==> config.mk <==
export PLATFORM = sky130hd
export DESIGN_NAME = if_stage
export DESIGN_NICKNAME = d
export VERILOG_FILES = /design/src/rtl/if_stage.sv
export SDC_FILE = /design/constraint.sdc
export NUM_CORES = 1
export LEC_CHECK = 0
export CORE_MARGIN = 2
export CORE_UTILIZATION = 31
export CTS_CLUSTER_DIAMETER = 30
export DETAILED_ROUTE_END_ITERATION = 7
export PLACE_DENSITY = 0.64
export SYNTH_ARGS = -nofsm -noshare
export SYNTH_HDL_FRONTEND = slang
export SYNTH_SLANG_ARGS = --single-unit
==> constraint.sdc <==
create_clock -name clk -period 3.7 [get_ports clk]
set_input_delay 0.37 -clock clk [delete_from_list [all_inputs] [get_ports clk]]
set_output_delay 0.37 -clock clk [all_outputs]
set_load 0.03 [all_outputs]
==> src/rtl/if_stage.sv <==
// Instruction fetch stage. Issues one imem request at a time, fills the IF/ID
// register and parks one extra word in a skid buffer while decode is stalled.
module if_stage #(
   parameter int unsigned      WIDTH    = 32,
   parameter logic [WIDTH-1:0] RESET_PC = WIDTH'(32'h0000_0000)
) (
   input  logic             clk,
   input  logic             rst_n,
   output logic             imem_req_valid,
   output logic [WIDTH-1:0] imem_req_addr,
   input  logic             imem_req_ready,
   input  logic             imem_resp_valid,
   input  logic [31:0]      imem_resp_data,
   input  logic             stall,
   input  logic             redirect,
   input  logic [WIDTH-1:0] redirect_pc,
   output logic [31:0]      instruction,
   output logic [WIDTH-1:0] pc_out,
   output logic             valid_out
);

   localparam logic [31:0] NOP = 32'h0000_0013;

   typedef enum logic [2:0] {IDLE, FETCH, WAIT, HOLD, DRAIN} state_t;

   state_t           state;
   logic [WIDTH-1:0] pc;
   logic             skid_vld;
   logic [31:0]      skid_instr;
   logic [WIDTH-1:0] skid_pc;
   logic             slot_free;

   function automatic logic [WIDTH-1:0] pc_inc(input logic [WIDTH-1:0] a);
      return a + WIDTH'(4);
   endfunction

   function automatic logic [WIDTH-1:0] pc_align(input logic [WIDTH-1:0] a);
      return {a[WIDTH-1:2], 2'b00};
   endfunction

   assign imem_req_addr = pc;
   assign slot_free     = !valid_out || !stall;

   always_ff @(posedge clk or negedge rst_n) begin
      if (!rst_n) begin
         state          <= IDLE;
         pc             <= RESET_PC;
         imem_req_valid <= 1'b0;
         valid_out      <= 1'b0;
         instruction    <= NOP;
         pc_out         <= RESET_PC;
         skid_vld       <= 1'b0;
         skid_instr     <= NOP;
         skid_pc        <= RESET_PC;
      end else begin
         // Decode takes the IF/ID word on any unstalled edge; a reload below overrides.
         if (valid_out && !stall)
            valid_out <= 1'b0;

         if (redirect) begin
            pc        <= pc_align(redirect_pc);
            valid_out <= 1'b0;
            skid_vld  <= 1'b0;
            case (state)
               FETCH: begin
                  // A request accepted this very edge still has a response coming back.
                  if (imem_req_ready) begin
                     state          <= DRAIN;
                     imem_req_valid <= 1'b0;
                  end else begin
                     state          <= FETCH;
                     imem_req_valid <= 1'b1;
                  end
               end
               WAIT, DRAIN: begin
                  if (imem_resp_valid) begin
                     state          <= FETCH;
                     imem_req_valid <= 1'b1;
                  end else begin
                     state          <= DRAIN;
                     imem_req_valid <= 1'b0;
                  end
               end
               default: begin
                  state          <= FETCH;
                  imem_req_valid <= 1'b1;
               end
            endcase
         end else begin
            case (state)
               IDLE: begin
                  state          <= FETCH;
                  imem_req_valid <= 1'b1;
               end
               FETCH: begin
                  if (imem_req_ready) begin
                     state          <= WAIT;
                     imem_req_valid <= 1'b0;
                  end
               end
               WAIT: begin
                  if (imem_resp_valid) begin
                     pc <= pc_inc(pc);
                     if (slot_free) begin
                        instruction    <= imem_resp_data;
                        pc_out         <= pc;
                        valid_out      <= 1'b1;
                        state          <= FETCH;
                        imem_req_valid <= 1'b1;
                     end else begin
                        skid_vld   <= 1'b1;
                        skid_instr <= imem_resp_data;
                        skid_pc    <= pc;
                        state      <= HOLD;
                     end
                  end
               end
               HOLD: begin
                  if (!stall && skid_vld) begin
                     instruction    <= skid_instr;
                     pc_out         <= skid_pc;
                     valid_out      <= 1'b1;
                     skid_vld       <= 1'b0;
                     state          <= FETCH;
                     imem_req_valid <= 1'b1;
                  end
               end
               DRAIN: begin
                  if (imem_resp_valid) begin
                     state          <= FETCH;
                     imem_req_valid <= 1'b1;
                  end
               end
               default: begin
                  state          <= IDLE;
                  imem_req_valid <= 1'b0;
               end
            endcase
         end
      end
   end

endmodule

==> impl_metrics.ini <==
[outcome]
outcome = finished clean

[yosys]
synthArstFlopShare = 1.000
syn_area_um2 = 7575
syn_avg_cell_area_um2 = 12.77
ys_ff_latch = 160
netlist_instances = 593
yosysWarnings = 0
ys.flop_type = dfrtp_1
synth_edf_count = 0
ys_seq_area_frac = 0.5296
synth_cell_types = 48

[cells_and_area]
drive_above_1_share = 0.3063
nets = 809
design_area_um2 = 10020
seq_area_um2 = 4011
diodes = 0
multi_input_area_um2 = 3351
nFillCells = 2299
syn2layout_area_growth_pct = 32.28

[clocking]
numClockSinks = 160
postCtsSetupRepairBufs = 0
cts_max_level = 4
insertion_delay_ps = 420
clk_path_buf_depth = 2
cts_root_buf = clkbuf_16
clk_pin_slew_worst_paths_ps = 70
cts_buffers = 17
cts_resized = 0
cts_tree = yes

[setup_path]
crit_start = state[2]
crit_end = imem_req_addr[31]
crit_slowest_cell = and4bb_1
critPathKind = register to register
critPathRequiredTime_ps = 4040
r2r-start = state[2]
max_stage_delay_ps = 610
crit_arrival_ps = 2770
startpoint_type = register
crit_chain = and4bb_1 > nand4_4 > or4_1 > a31oi_1
worstRegToRegCells = 4
worst_setup_path_end_kind = register
critPathMaxFanout = 30
r2r_slack_ps = 1270
worstReg2RegEnd = imem_req_addr[31]

[sta]
post-route-min-period_ps = 2433
period_share = 0.6576
timing.fmax_mhz = 411.0
hold_viol = 0
finalSetupViolCount = 0
fin_tns_setup_ps = 0
slew_headroom = 0.3528
grt_setup_unrepaired = no
clock-skew-final_ps = 11.00
tightest_slew_ps = 970.8
slew_violations = 0

[power]
p_int_mw = 4.029
p_comb_frac = 0.343
p_clk_frac = 0.275
p_leak_nw = 4.318
switching_share = 0.3386
power.density_nw_per_um2 = 607.9
power.switching_mw = 2.062
ir_worst_vdd_mv = 0.2754
p_seq_frac = 0.382

[placement]
io_buffers = 161
dp_hpwl_um = 11810
place_area_um2 = 9465
gp_congestion = 0.7522

[routing]
vias = 5205
detail_route.iter0.violations = 165
viasPerCell = 4.842
drc_errors = 0
routed_wl_um = 18210
routedWlPerCell_um = 16.94
ant_nets = 0
firstDrtPassIters = 5

[floorplan]
die_area_um2 = 25700
die_w_um = 160.3
dieHeight_um = 160.3
start_util = 0.3133
ios = 168
coreArea_um2 = 24180
num_rows = 57

[global_routing]
overflow = 0
grt_usage = 0.1466
grt_pass1_vias = 5303
grt_max_degree = 91
grt_pass1_wl_um = 29710
antenna_found_initial = 0

[run]
drv_cap = 0

[worst_hold_path]
hp-class = register to register
==> layer usage <==
layer,global-route usage,part of all wire,vias up
met2,0.2340,0.48,93
met5,0,0,-
met3,0.03771,0.040,7
met1,0.1995,0.48,2640
met4,0.03808,0.0071,0
li1,-,-,2465
==> Yosys cell counts, types with 2 or more instances <==
cell | number | share of area
buf_2 | 17 | 0.011
nor2_1 | 20 | 0.0099
xor2_1 | 6 | 0.0069
nand2_1 | 25 | 0.012
nor2b_1 | 3 | 0.0025
a21oi_1 | 5 | 0.0033
buf_6 | 2 | 0.0030
mux2_1 | 5 | 0.0074
and2_1 | 2 | 0.0017
mux2_2 | 181 | 0.27
or4_1 | 14 | 0.014
buf_4 | 6 | 0.0059
nand3_1 | 11 | 0.0073
o31a_1 | 2 | 0.0023
dfstp_2 | 6 | 0.021
and3_1 | 5 | 0.0041
xnor2_1 | 6 | 0.0069
or3b_2 | 2 | 0.0023
nor4_1 | 5 | 0.0041
or3_1 | 4 | 0.0033
o21ai_0 | 19 | 0.013
nand4_1 | 11 | 0.0091
nand2b_1 | 3 | 0.0025
and4_1 | 5 | 0.0058
nor3_1 | 3 | 0.0020
o31ai_1 | 13 | 0.013
buf_1 | 6 | 0.0030
mux2i_1 | 2 | 0.0026
dfrtp_1 | 154 | 0.51
inv_1 | 3 | 0.0015
a31oi_1 | 17 | 0.014
clkbuf_1 | 14 | 0.0069
==> stage by stage <==
step	total power, mW	hold slack [ps]	setup slack [ps]	instances	utilization
6_report	6.091	495.1	1267	1075	0.4144
4_1_cts	6.182	497.1	1233	1075	0.4144
2_1_floorplan	3.565	74.41	1719	596	-
3_5_place_dp	4.469	440.3	853.0	1042	0.3915
3_3_place_gp	4.449	440.0	885.2	1042	0.3915
5_1_grt	6.406	512.5	1022	1075	0.4144
==> state kept, by name, summed over array words and instances (netlist names) <==
register and flops:
imem_req_addr 30, imem_req_valid 1, instruction 32, pc_out 30, skid_instr 32, skid_pc 30, skid_vld 1, state 3
valid_out 1
==> layout by cell type (no fill, tap or decap), types with 2 or more instances in the layout <==
| cell | n |
|---|---|
| a21oi_1 | 5 |
| a31oi_1 | 17 |
| and2_1 | 2 |
| and3_1 | 5 |
| and4_1 | 5 |
| buf_12 | 2 |
| buf_4 | 4 |
| clkbuf_1 | 4 |
| clkbuf_16 | 17 |
| clkdlybuf4s50_1 | 160 |
| clkinv_2 | 4 |
| clkinv_4 | 2 |
| clkinvlp_4 | 3 |
| conb_1 | 4 |
| dfrtp_1 | 154 |
| dfstp_2 | 6 |
| inv_1 | 3 |
| mux2_1 | 5 |
| mux2_2 | 181 |
| mux2i_1 | 2 |
| nand2_1 | 24 |
| nand2b_1 | 3 |
| nand3_1 | 11 |
| nand4_1 | 11 |
| nor2_1 | 20 |
| nor2b_1 | 3 |
| nor3_1 | 3 |
| nor4_1 | 5 |
| o21ai_0 | 19 |
| o31a_1 | 2 |
| o31ai_1 | 13 |
| or3_1 | 3 |
| or3b_2 | 2 |
| or4_1 | 14 |
| xnor2_1 | 6 |
| xor2_1 | 6 |
==> critical path: cells and delay by family (launching register included) <==
family,cells,cell delay (ps)
AND/OR/NAND/NOR,3,1650
flip-flops,1,500
AO/OA/AOI/OAI,1,170
==> area by class of cell <==
type                       instances  area share
clock inverter                    10    0.008991
clock buffer                      22     0.04533
sequential                       160      0.4004
inverter                           4    0.001499
timing repair buffer             168      0.1690
tap                              324     0.04046
multi-input combinational        387      0.3344
==> how the worst min path moves through the flow <==
stage                     cells after the start                 to           start  slack (ps)
after floorplan                               0  imem_req_addr[10]           rst_n          70
after global placement                        1         pc_out[12]           rst_n         440
after detailed placement                      1         pc_out[12]           rst_n         440
after CTS                                     3   imem_req_addr[2]  redirect_pc[2]         500
after global routing                          1     instruction[5]  instruction[5]         510
final                                         1     instruction[2]  instruction[2]         500
==> kinds of logic (layout without fill, tap and decap cells) <==
family	Yosys count	in the layout	synth area share
multiplexers	188	188	0.2792
flip-flops	160	160	0.5296
AND/OR/NAND/NOR	120	120	0.09184
AO/OA/AOI/OAI	62	62	0.05137
buffers and inverters	49	204	0.03204
XOR/XNOR	12	12	0.01388
adder cells (fa/ha/maj)	1	1	0.001652
other	1	4	0.0004951
==> power by group through the flow <==
stage | clock network [mW] | registers [mW] | logic (mW)
finish | 1.67 | 2.33 | 2.09
global route | 1.81 | 2.38 | 2.22
CTS | 1.73 | 2.33 | 2.12
detailed placement | 0 | 2.36 | 2.11
global placement | 0 | 2.35 | 2.10
floorplan | 0 | 2.91 | 0.650
==> what timing repair did <==
item | in CTS | in global routing
setup endpoints to repair | 0 | 0
hold endpoints to repair | 17 | 0
hold buffers | 1 | 0
Power figures use the tool's default switching activity.
==> variant 1, RTL diff (config.mk and constraints unchanged) <==
Change the parameter `WIDTH` from 32 to 16.
--- a/src/rtl/if_stage.sv
+++ b/src/rtl/if_stage.sv
@@ -1,7 +1,7 @@
 // Instruction fetch stage. Issues one imem request at a time, fills the IF/ID
 // register and parks one extra word in a skid buffer while decode is stalled.
 module if_stage #(
-   parameter int unsigned      WIDTH    = 32,
+   parameter int unsigned      WIDTH    = 16,
    parameter logic [WIDTH-1:0] RESET_PC = WIDTH'(32'h0000_0000)
 ) (
    input  logic             clk,
Ports: changed (resized imem_req_addr, pc_out and redirect_pc); port bits go from 168 to 120. No check against the original RTL was run, so the function may have changed too.
==> variant 1 against the unedited design <==
- synthesized cell count is 34% lower
- design area is 31% lower
- total power is 30% lower
- sequential cell count is 48 lower
- setup slack better by 0.060 ns
- synthesized area is 30% lower
- die area is 29% lower
- wire length is 36% lower
==> variant 1: results (changes against the unedited design) <==
metric;value;unit;change
nFillCells;1527;;was 2299
htree_levels;3;;was 4
finalNetCount;557;;was 809
skew;0.01045;ns;was 0.01100 ns
yosys-top-cells-count;125 x mux2_2, 106 x dfrtp_1, 19 x nand2_1;;was 181 x mux2_2, 154 x dfrtp_1, 25 x nand2_1
clk_latency;0.35;ns;was 0.42 ns
viasPerCell;4.791;;was 4.842
dpl-instance-area;0.006643;mm2;was 0.009465 mm2
ir_worst_vdd;0.0003748;V;was 0.0002754 V
pre_cts_ws;1.250;ns;was 0.8530 ns
grt_pass1_vias;3634;;was 5303
wl_per_cell;16.01;um;was 16.94 um
fin_util;41.65;%;was 41.44%
dp_hpwl;7680;um;was 11810 um
grt_pass1_wl;18950;um;was 29710 um
drtIter0Drc;202;;was 165
syn_inst;393;;was 593
hold_slack;0.08496;ns;was 0.4951 ns
fin_crit_sh;64.13;%;was 65.76%
r2r_slack;1.33;ns;was 1.27 ns
relSlewSlack;59.28;%;was 35.28%
grt_max_degree;113;;was 91
cellLeakagePower;3.000;nW;was 4.318 nW
cp.arrival;2.60;ns;was 2.77 ns
min_path_type;input pin to asynchronous set/reset pin;;was flip-flop to flip-flop
drive_gt1_share;33.60;%;was 30.63%
finalNonFillerCells;726;;was 1075
r2r-end;pc_out[13];;was imem_req_addr[31]
status;completed;;unchanged
synth.distinct_cells;49;;was 48
path_max_fanout;26;;was 30
first_pass_iters;4;;was 5
io_buffers;113;;was 161
variant 1: metal layers:
metal	GRT usage, %	up-vias	part of all wire (%)
met5	0	-	0
met3	2.703	17	4.0
li1	-	1625	-
met1	17.05	1768	46
met4	6.316	0	2.1
met2	22.02	68	48
variant 1: cells by family after synthesis:
| group | Yosys count | share of synthesized area [%] |
|---|---|---|
| multiplexers | 141 | 30.59 |
| flip-flops | 112 | 53.02 |
| AND/OR/NAND/NOR | 62 | 7.342 |
| AO/OA/AOI/OAI | 33 | 3.683 |
| buffers and inverters | 33 | 3.399 |
| XOR/XNOR | 10 | 1.653 |
| adder cells (fa/ha/maj) | 1 | 0.2360 |
| other | 1 | 0.07075 |
variant 1: how the worst max path moves through the flow:
stage               cells after the start            start  slack, ns              to
global placement                        5  imem_resp_valid       1.28  skid_instr[19]
floorplan                               5        valid_out       1.81  instruction[2]
detailed placement                      5  imem_resp_valid       1.25      skid_pc[6]
CTS                                     5         state[2]       1.31      pc_out[13]
global route                            5         state[2]       1.18      pc_out[12]
finish                                  5         state[2]       1.33      pc_out[13]
variant 1: area by class of cell:
cell class | count | area share, %
Sequential cell | 112 | 40.54
Timing Repair Buffer | 120 | 17.40
Tap cell | 220 | 3.971
Clock inverter | 3 | 0.6137
Inverter | 8 | 0.4332
Multi-Input combinational cell | 251 | 33.48
Clock buffer | 12 | 3.556
variant 1: power breakdown:
part	total [mW]	internal [mW]	switching, mW
combinational	1.62	0.797	0.820
clock	0.970	0.540	0.430
sequential	1.67	1.48	0.193
total	4.26	2.82	1.44
variant 1: critical path, cell delays in order (launching register included):
cell and delay [ns]:
dfrtp_1 0.60, and2b_1 0.27, nand2_2 0.47, buf_12 0.28
mux2_2 0.35, mux2_2 0.27
==> variant 2, RTL diff (config.mk and constraints unchanged) <==
Without the edit above. The 5 states of `state_t` get a Gray code encoding in 3 bits.
--- a/src/rtl/if_stage.sv
+++ b/src/rtl/if_stage.sv
@@ -21,7 +21,7 @@
 
    localparam logic [31:0] NOP = 32'h0000_0013;
 
-   typedef enum logic [2:0] {IDLE, FETCH, WAIT, HOLD, DRAIN} state_t;
+   typedef enum logic [2:0] {IDLE = 3'b000, FETCH = 3'b001, WAIT = 3'b011, HOLD = 3'b010, DRAIN = 3'b110} state_t;
 
    state_t           state;
    logic [WIDTH-1:0] pc;
Check against the original RTL: no difference found for any inputs over 4 cycles, from zero or initial values and one cycle with rst_n low; so few cycles prove little.
==> variant 2 against the unedited design <==
- clock power grew 3%
- synthesized area shrank 1.2%
- total power grew 20%
- sequential cell count stayed put
- design area shrank 0.71%
- first-iteration DRC count increased by 87%
- clock skew hardly changed
- utilization rose by 0.69 points
- wire length increased by 4.7%
- setup slack got worse by 0.064 ns
- sequential share of layout area rose by 0.29 points
- highest routed layer unchanged
==> variant 2: results (changes against the unedited design) <==
metric;value;unit;change
nFillCells;2299;;unchanged
synth.distinct_cells;53;;was 48
yosys-top-cells-count;154 x dfrtp_1, 82 x nor2_1, 70 x a21oi_1;;was 181 x mux2_2, 154 x dfrtp_1, 25 x nand2_1
r2r-end;imem_req_addr[28];;was imem_req_addr[31]
hold_slack;0.03113;ns;was 0.4951 ns
ff2ff_path_depth;5;;was 4
postCtsSetupBuffers;0;;unchanged
io_buffers;161;;unchanged
cellLeakagePower;4.002;nW;was 4.318 nW
min_path_type;input pin to asynchronous set/reset pin;;was flip-flop to flip-flop
gp_congestion;0.7777;;was 0.7522
r2r_start;imem_req_addr[2];;was state[2]
relSlewSlack;34.09;%;was 35.28%
r2r_slack;1.20;ns;was 1.27 ns
synth_compound_area_share;10.40;%;was 5.137%
synth_fa_ha_area_share;0.1672;%;was 0.1652%
path_max_fanout;7;;was 30
dp_hpwl;12710;um;was 11810 um
diodes;0;;unchanged
drtIter0Drc;308;;was 165
ys_seq_area_share;53.60;%;was 52.96%
drive_gt1_share;14.59;%;was 30.63%
first_pass_iters;5;;unchanged
wl_per_cell;16.50;um;was 16.94 um
skew;0.01051;ns;was 0.01100 ns
grt_pass1_wl;31640;um;was 29710 um
cts_root_buf;clkbuf_16;;unchanged
grtUsageTotal;15.71;%;was 14.66%
slowest_stage;or4_4;;was and4bb_1
synthTopCellsByArea;dfrtp_1 51%, mux2_2 9.3%, mux2i_1 8.2%;;was dfrtp_1 51%, mux2_2 27%, dfstp_2 2.1%
synthXorXnorAreaFrac;1.170;%;was 1.388%
finalNetCount;894;;was 809
cts-buffers-inserted;17;;unchanged
ir_worst_vdd;0.0003246;V;was 0.0002754 V
max_stage_delay;0.60;ns;
synth_most_common_cell;dfrtp_1;;was mux2_2
yosys-mux-area-fraction;17.49;%;was 27.92%
cp.arrival;2.85;ns;was 2.77 ns
vias;5676;;was 5205
synth_top_flop_cell;dfrtp_1;;unchanged
reg_top3;instruction x32, skid_instr x32;;unchanged
grt_max_degree;103;;was 91
htree_levels;4;;unchanged
status;completed;;unchanged
variant 2: worst max-delay path, delay by kind of cell (launching register included):
kind | cells | cell delay, ns
adders and majority gates | 1 | 0.26
AOI/OAI and AO/OA | 1 | 0.17
DFF | 1 | 0.49
and+or+nand+nor | 3 | 1.50
variant 2: where the power goes:
part	switching, mW	internal, mW	total [mW]
combinational	1.64	1.28	2.92
clock	0.822	0.894	1.72
sequential	0.377	2.32	2.70
total	2.84	4.49	7.33
variant 2: layer usage:
layer | up-vias | GRT usage (%) | routed length, um
met3 | 18 | 4.064 | 1120
met4 | 0 | 5.331 | 316
met1 | 2780 | 20.88 | 8748
met5 | - | 0 | 0
li1 | 2742 | - | -
met2 | 136 | 25.00 | 8877
variant 2: layout make-up:
type,instances,area [um2],area share [%]
tap,319,399.1,4.012
clock inverter,15,145.1,1.459
clock buffer,17,425.4,4.276
inverter,9,33.78,0.3396
sequential,160,4011,40.32
timing repair buffer,171,1720,17.29
multi-input combinational,464,3213,32.30
variant 2: how the worst max path moves through the flow:
stage                     slack (ns)  depth (start not counted)             start                end
after floorplan                 1.45                          5  imem_req_addr[2]  imem_req_addr[28]
after global placement          0.99                          5   imem_resp_valid  imem_req_addr[17]
after detailed placement        0.95                          5   imem_resp_valid  imem_req_addr[31]
after CTS                       1.23                          5  imem_req_addr[2]  imem_req_addr[28]
after global routing            1.08                          5  imem_req_addr[2]  imem_req_addr[28]
final                           1.20                          5  imem_req_addr[2]  imem_req_addr[28]
variant 2: through the flow:
step	area (um2)	cells	setup slack, ns	power, mW	util, %
CTS	9948	1155	1.233	7.442	42.13
detailed placement	9378	1123	0.9471	5.690	39.71
floorplan	7495	683	1.455	4.496	-
finish	9948	1155	1.203	7.335	42.13
global route	9948	1155	1.079	7.772	42.13
global placement	9378	1123	0.9949	5.651	39.71
